==> config.mk <==
export PLATFORM = sky130hd
export DESIGN_NAME = async_fifo_core_flat
export DESIGN_NICKNAME = d
export VERILOG_FILES = /design/src/rtl/async_fifo_core_if.sv /design/src/rtl/async_fifo_core.sv /design/src/flat_wrapper.sv
export SDC_FILE = /design/constraint.sdc
export NUM_CORES = 1
export LEC_CHECK = 0
export ABC_AREA = 1
export BUFFER_PORTS_ARGS = -buffer_cell sky130_fd_sc_hd__clkbuf_2
export CORE_ASPECT_RATIO = 0.8
export CORE_UTILIZATION = 45
export CTS_CLUSTER_DIAMETER = 30
export DETAILED_ROUTE_END_ITERATION = 10
export GPL_ROUTABILITY_DRIVEN = 0
export HOLD_SLACK_MARGIN = 0.12
export PLACE_DENSITY = 0.63
export RECOVER_POWER = 100
export SLEW_MARGIN = 20
export SYNTH_ARGS = -nofsm -noshare
export SYNTH_HDL_FRONTEND = slang
export SYNTH_SLANG_ARGS = --single-unit
==> constraint.sdc <==
create_clock -name clk -period 5.6 [get_ports clk]
set_clock_uncertainty 0.05 [all_clocks]
set_input_delay 0.56 -clock clk [delete_from_list [all_inputs] [get_ports clk]]
set_output_delay 0.56 -clock clk [all_outputs]
set_load 0.01 [all_outputs]
==> src/rtl/async_fifo_core_if.sv <==
// rtl/async_fifo_core_if.sv - write/read handshake bundle for the FIFO core
interface fifo_if #(
    parameter int DATA_WIDTH = 8
) ();
    logic                  wr_en;
    logic [DATA_WIDTH-1:0] wr_data;
    logic                  full;
    logic                  rd_en;
    logic [DATA_WIDTH-1:0] rd_data;
    logic                  empty;

    modport master (
        output wr_en,
        output wr_data,
        output rd_en,
        input  full,
        input  rd_data,
        input  empty
    );

    modport slave (
        input  wr_en,
        input  wr_data,
        input  rd_en,
        output full,
        output rd_data,
        output empty
    );
endinterface

==> src/rtl/async_fifo_core.sv <==
// rtl/async_fifo_core.sv - single-clock FIFO core with registered read port
module async_fifo_core #(
    parameter int DATA_WIDTH = 8,
    parameter int ADDR_WIDTH = 4
) (
    input  logic   clk,
    input  logic   rst_n,
    fifo_if.slave  bus
);
    localparam int DEPTH = 1 << ADDR_WIDTH;
    localparam logic [ADDR_WIDTH:0] PTR_ONE = {{ADDR_WIDTH{1'b0}}, 1'b1};

    logic [ADDR_WIDTH:0]   wptr_q, wptr_d;
    logic [ADDR_WIDTH:0]   rptr_q, rptr_d;
    logic [DATA_WIDTH-1:0] rd_data_q, rd_data_d;
    logic [DATA_WIDTH-1:0] mem_q [DEPTH];

    logic empty;
    logic full;
    logic wr_fire;
    logic rd_fire;

    // Extra wrap bit distinguishes full from empty when the address bits match.
    assign empty = (wptr_q == rptr_q);
    assign full  = (wptr_q[ADDR_WIDTH] != rptr_q[ADDR_WIDTH]) &&
                   (wptr_q[ADDR_WIDTH-1:0] == rptr_q[ADDR_WIDTH-1:0]);

    assign wr_fire = bus.wr_en && !full;
    assign rd_fire = bus.rd_en && !empty;

    always_comb begin
        wptr_d    = wptr_q;
        rptr_d    = rptr_q;
        rd_data_d = rd_data_q;
        if (wr_fire) begin
            wptr_d = wptr_q + PTR_ONE;
        end
        if (rd_fire) begin
            rd_data_d = mem_q[rptr_q[ADDR_WIDTH-1:0]];
            rptr_d    = rptr_q + PTR_ONE;
        end
    end

    always_ff @(posedge clk or negedge rst_n) begin
        if (!rst_n) begin
            wptr_q    <= '0;
            rptr_q    <= '0;
            rd_data_q <= '0;
        end else begin
            wptr_q    <= wptr_d;
            rptr_q    <= rptr_d;
            rd_data_q <= rd_data_d;
        end
    end

    // Storage carries no reset; the pointers alone define which words are live.
    always_ff @(posedge clk) begin
        if (wr_fire && rst_n) begin
            mem_q[wptr_q[ADDR_WIDTH-1:0]] <= bus.wr_data;
        end
    end

    assign bus.full    = full;
    assign bus.empty   = empty;
    assign bus.rd_data = rd_data_q;
endmodule

==> src/flat_wrapper.sv <==
// flat-port wrapper written by rule: the top's interface ports become plain ports
module async_fifo_core_flat 
#(
    parameter int DATA_WIDTH = 8,
    parameter int ADDR_WIDTH = 4
)
  (clk, rst_n, bus_wr_en, bus_wr_data, bus_rd_en, bus_full, bus_rd_data, bus_empty);
  fifo_if #(.DATA_WIDTH(DATA_WIDTH)) bus_i ();
  input  logic clk;
  input  logic rst_n;
  input wire logic [$bits(bus_i.wr_en)-1:0] bus_wr_en;
  input wire logic [$bits(bus_i.wr_data)-1:0] bus_wr_data;
  input wire logic [$bits(bus_i.rd_en)-1:0] bus_rd_en;
  output wire logic [$bits(bus_i.full)-1:0] bus_full;
  output wire logic [$bits(bus_i.rd_data)-1:0] bus_rd_data;
  output wire logic [$bits(bus_i.empty)-1:0] bus_empty;
  assign bus_i.wr_en = bus_wr_en;
  assign bus_i.wr_data = bus_wr_data;
  assign bus_i.rd_en = bus_rd_en;
  assign bus_full = bus_i.full;
  assign bus_rd_data = bus_i.rd_data;
  assign bus_empty = bus_i.empty;
  async_fifo_core #(.DATA_WIDTH(DATA_WIDTH), .ADDR_WIDTH(ADDR_WIDTH)) u_core (.clk(clk), .rst_n(rst_n), .bus(bus_i));
endmodule
After elaboration in Yosys (flattened, before gate mapping)
Memories as Yosys holds them, arrays and structs flattened. A register that Yosys moved wholly into a read port is not among the register bits.
Index checks and enable logic that the tools add are counted.
- magnitude comparators: 0
- multipliers: 0
- bitwise gates (word level): 0
- div/mod/pow operators: 0
- add/sub/neg operators: 2
- equal/unequal tests: 3
- multiplexer cells: 2
- shifts and indexed selects: 0
- reduce and logical (&&, ||, !) cells: 7
- operators with widths (cell ; number):
    adder 5 x 1 -> 5 bit (second input constant) ; 2
    equality test 5 bit ; 1
    equality test 4 bit ; 1
    logical AND 1 bit ; 4
    logical NOT 1 bit ; 3
    2-to-1 mux 1 bit ; 2
    inequality test 1 bit ; 1
- memory bits (writable): 128
- logic and storage cells: 17
- ROM bits: 0
- register bits after elaboration: 10
- memories: 1
- output and inout port bits: 10
- latch bits: 0
- bits of input ports: 12
- memories (memory ; depth ; width ; rd ports ; clocked after memory_dff ; wr ports ; line ; RTL):
    u_core.mem_q ; 16 ; 8 ; 1 ; 1 ; 1 ; async_fifo_core.sv:16 ; logic [DATA_WIDTH-1:0] mem_q [DEPTH];

Longest topological paths before layout
- depth in word-level cells: 7
- gate-level depth with buffers: 12
- gate-level depth less buffers: 10

Worst setup path before layout
No wires, ideal clock.
- path kind: register to register
- start: reg u_core.rptr_q[1]
- end: mem u_core.mem_q[4][0], enable pin
- setup time: 0.383 ns
- period minus slack after synthesis: 2.102 ns
- buffers on the path: 2
- slack: 3.498 ns
- stages on the path, launching flop included: 8
- data required time: 5.167 ns
- arrival: 1.668 ns
- path through: dfrtp_1 buf_4 xor2_1 nor2_2 nand3_2 nand2_4 buf_6 nor3_1
- cells in the longest elaborated chain, start to end: 7
- ends and longest elaborated chain (what ; line ; RTL):
    start, declared ; async_fifo_core.sv:14 ; logic [ADDR_WIDTH:0] rptr_q, rptr_d;
    start signal, assigned ; async_fifo_core.sv:51 ; rptr_q <= rptr_d;
    equality test 4 bit ; async_fifo_core.sv:26 ; (wptr_q[ADDR_WIDTH-1:0] == rptr_q[ADDR_WIDTH-1:0]);
    logical AND 1 bit ; async_fifo_core.sv:25 ; assign full = (wptr_q[ADDR_WIDTH] != rptr_q[ADDR_WIDTH]) &&
    logical NOT 1 bit ; async_fifo_core.sv:28 ; assign wr_fire = bus.wr_en && !full;
    logical AND 1 bit ; async_fifo_core.sv:28 ;
    logical AND 1 bit ; async_fifo_core.sv:58 ; if (wr_fire && rst_n) begin
    2-to-1 mux 1 bit ; async_fifo_core.sv:58 ;
    2-to-1 mux 1 bit (not written as such) ; async_fifo_core.sv:59 ; mem_q[wptr_q[ADDR_WIDTH-1:0]] <= bus.wr_data;
    end, declared ; async_fifo_core.sv:16 ;
Every way passes these cells.

Worst setup path in the final report
- start: reg u_core.rptr_q[0]
- end: mem u_core.mem_q[1][2], enable pin
The elaborated chain is that of the path after synthesis.

==> impl_metrics.csv <==
group,metric,value,unit
critical_path,worst_path_top_cell_family_by_delay,"simple AND/OR/NAND/NOR gates",
grt,grt_max_degree,69,
timing,final_hold_viol_count,0,
critical_path,critPathKind,"register to register",
critical_path,cpMostUsedCell,"sky130_fd_sc_hd__nand2_1",
floorplan,die_x,138,µm
synthesis,synth_top_area_share,0.579,
critical_path,r2r-end,"u_core.mem_q[1][2]",
critical_path,timing.rr.start,"u_core.rptr_q[0]",
synthesis,synth.top_cells.by_count,"sky130_fd_sc_hd__nand2_1 (256), sky130_fd_sc_hd__inv_1 (131), sky130_fd_sc_hd__edfxtp_1 (128)",
critical_path,cp_slowest_cell,"sky130_fd_sc_hd__inv_1",
timing,post-route-period-util,0.724,
floorplan,fp.dieH,111,µm
grt,globalRouteOverflowTotal,0,
timing,timing_max_transition_violations_final,67,
critical_path,crit_required,5.59,ns
timing,timing.slew.headroom,-0.270,
grt,grt_pass1_wl,25.8,mm
floorplan,die_area,0.0152,mm²
critical_path,worst_setup_path_start_kind,"register",
synthesis,post_synth_instance_area,0.00664,mm²
critical_path,reg2reg_slack,1.55,ns
critical_path,worst-endpoint-arrival,4.04,ns
min_path,min_from,"u_core.bus.rd_data[0]",
final_layout,drive_gt1_frac,0.0693,
final_layout,synthToLayoutAreaGrowth,13.0,%
synthesis,synthArstFlopShare,0.123,
final_layout,stdcell_area,0.00750,mm²
synthesis,synth.top_cells.by_area,"sky130_fd_sc_hd__edfxtp_1 (58%), sky130_fd_sc_hd__nand2_1 (14%), sky130_fd_sc_hd__inv_1 (7.4%)",
power_and_ir_drop,power-per-cell-area,498,mW/mm²
clock_network,worst_skew_pair.late_latency,0.43,ns
place,place_inst,873,
synthesis,synth.ff_latch_count,146,
synthesis,synth_top_flop_cell,"sky130_fd_sc_hd__edfxtp_1",
synthesis,synth_top_cell_by_area,"sky130_fd_sc_hd__edfxtp_1",
timing,max_clock_freq,247,MHz
flow_run,max_cap_violations,1,
routing,final_routed_wirelength_across_all_metal_layers,16.1,mm
critical_path,timing.critical_path.buf_inv,1,
routing,postRouteAntennaNets,0,
final_layout,final.fill_count,1299,
routing,avgViaCountPerCell,5.15,
routing,detail_route.iter0.violations,565,
grt,first_global_vias,4536,
timing,finalCriticalPeriod,4.05,ns
synthesis,post-synth-top-count-cell,"sky130_fd_sc_hd__nand2_1",
status,violations,"max-capacitance violations, max-slew violations",
routing,route.vias.total,4662,
synthesis,sequential_fraction_of_the_synthesis_area,0.647,
clock_network,cts.sink_count,146,
status,status,"finished with violations",
clock_network,cts_tree,"built",
final_layout,stdcell_count,906,
synthesis,ys_types,22,
min_path,worst_hold_path_type,"register to register",
floorplan,rows,39,
synthesis,synthesis.instances,692,
floorplan,floorplan.io_pins,22,
critical_path,cp_max_fo,66,
synthesis,synth_fp_nets,709,
place,post-dp-hpwl,10.7,mm
synthesis,avgSynthCellArea,9.59,µm²
floorplan,fp.coreArea,0.0143,mm²
min_path,worstHoldPathCells,2,
final_layout,finalNetCount,726,
clock_network,clk_path_buf_depth,2,
clock_network,cts_root_buf,"sky130_fd_sc_hd__clkbuf_16",
power_and_ir_drop,leakagePower,3.37,nW
routing,drt_pass1_iterations,7,
synthesis,synth_edf_count,128,
clock_network,cts_inserted_buffers,17,
critical_path,r2r_cells,7,
timing,final_count_of_negative_setup_slack_endpoints,0,
timing,max_slew.worst_pin.slew,1.90,ns
synthesis,yosysWarnings,0,
critical_path,worstPathCellList,"inv_1, nand2_1, nand2_1, nor2_1, nand3_1, nand2_1, nor3_1",
clock_network,path_clk_slew,0.06,ns
power_and_ir_drop,worst_voltage_drop_across_the_vdd_grid,0.357,mV
place,dpl_cell_area,0.00684,mm²
floorplan,initial_utilization,0.463,
min_path,worst_hold_path.endpoint,"u_core.bus.rd_data[0]",
critical_path,worstSetupEndpointType,"register",
routing,drc,0,
grt,antenna_found_initial,0,
power_and_ir_drop,total_power,3.74,mW
timing,final.setup.tns,0,ns
final_layout,diodes,0,
timing,rsz_0062_raised_after_global_routing,"no",
place,port-buffer-count,21,
routing,avgRoutedWirePerCell,17.8,µm
grt,global_routing_usage_summed_across_all_routing_layers,0.234,
critical_path,critical_path.max_stage_delay,1.35,ns
clock_network,clock_tree.htree_level_count,4,
clock_network,postCtsResizedCells,0,
final_layout,multi_input_gate_area_in_the_final_layout,0.00170,mm²
final_layout,layout.area.seq,0.00430,mm²
metrics by stage:
| step | hold WS (ns) | setup WS (ns) | utilization |
|---|---|---|---|
| after floorplan | 0.214 | 3.50 | - |
| after global placement | 0.413 | 2.66 | 0.477 |
| after detailed placement | 0.416 | 2.55 | 0.477 |
| after CTS | 0.433 | 2.55 | 0.523 |
| after global routing | 0.440 | 1.20 | 0.523 |
| final | 0.427 | 1.55 | 0.523 |
cell type report:
class	instances	share of cell area
clock buffers	17	0.0567
clock inverters	15	0.0295
inverters	138	0.0691
multi-input cells	382	0.227
flip-flops and latches	146	0.573
well taps	184	0.0307
repair buffers	24	0.0142
how the worst max path moves through the flow:
stage	endpoint	cells after the start	slack, ns	start
after global placement	u_core.mem_q[9][4]	7	2.66	u_core.rptr_q[0]
after detailed placement	u_core.mem_q[9][7]	7	2.55	u_core.rptr_q[0]
after global routing	u_core.mem_q[1][2]	7	1.20	u_core.rptr_q[0]
after CTS	u_core.mem_q[9][3]	7	2.55	u_core.rptr_q[0]
final	u_core.mem_q[1][2]	7	1.55	u_core.rptr_q[0]
after floorplan	u_core.mem_q[4][0]	7	3.50	u_core.rptr_q[1]
state kept, by name (all words and copies together) (netlist names):
signal	cells
u_core.mem_q	128
u_core.wptr_q	5
u_core.bus.rd_data	8
u_core.rptr_q	5
worst register-to-register path: stages, from the launching register on:
cell	delay, ns
sky130_fd_sc_hd__dfrtp_2	0.40
sky130_fd_sc_hd__inv_1	1.35
sky130_fd_sc_hd__nand2_1	0.11
sky130_fd_sc_hd__nand2_1	0.13
sky130_fd_sc_hd__nor2_1	0.07
sky130_fd_sc_hd__nand3_1	0.13
sky130_fd_sc_hd__nand2_1	0.48
sky130_fd_sc_hd__nor3_1	0.96
kinds of logic after synthesis:
logic type               after synthesis  share of synthesized area
buffers and inverters                164                      0.100
AND/OR/NAND/NOR                      365                      0.229
adder cells (fa/ha/maj)                5                    0.00943
XOR/XNOR                              10                     0.0132
flip-flops                           146                      0.647
AO/OA/AOI/OAI                          2                    0.00151
layer usage:
metal  track usage  share of wire  up-vias
li1              -              -     2201
met1         0.361           0.47     2239
met2         0.325           0.43      202
met3        0.0556          0.086       20
met4        0.0703          0.011        0
met5             0              0        -
repair_timing:
item	CTS	global route
hold endpoints to repair	18	0
hold buffers	1	0
setup buffers	0	0
cell usage in the layout, fill, tap and decap left out, types with 4 or more instances in the layout:
cell type,netlist,layout
sky130_fd_sc_hd__ha_1,5,5
sky130_fd_sc_hd__xor2_1,5,5
sky130_fd_sc_hd__nand2_1,256,258
sky130_fd_sc_hd__dfrtp_1,18,17
sky130_fd_sc_hd__nand3_1,84,85
sky130_fd_sc_hd__xnor2_1,5,5
sky130_fd_sc_hd__bufinv_16,0,4
sky130_fd_sc_hd__nor2_1,8,9
sky130_fd_sc_hd__clkbuf_16,0,17
sky130_fd_sc_hd__nor3_2,0,8
sky130_fd_sc_hd__edfxtp_1,128,128
sky130_fd_sc_hd__clkinv_4,0,4
sky130_fd_sc_hd__clkbuf_1,5,19
sky130_fd_sc_hd__inv_6,0,5
sky130_fd_sc_hd__inv_1,131,134
power by group:
part / leakage, nW / total (mW) / switching [mW] / internal (mW)
sequential: 1.38 / 1.37 / 0.0801 / 1.29
clock: 0.317 / 1.24 / 0.474 / 0.761
combinational: 1.68 / 1.13 / 0.801 / 0.328
total: 3.37 / 3.74 / 1.35 / 2.38
Power figures use the tool's default switching activity.
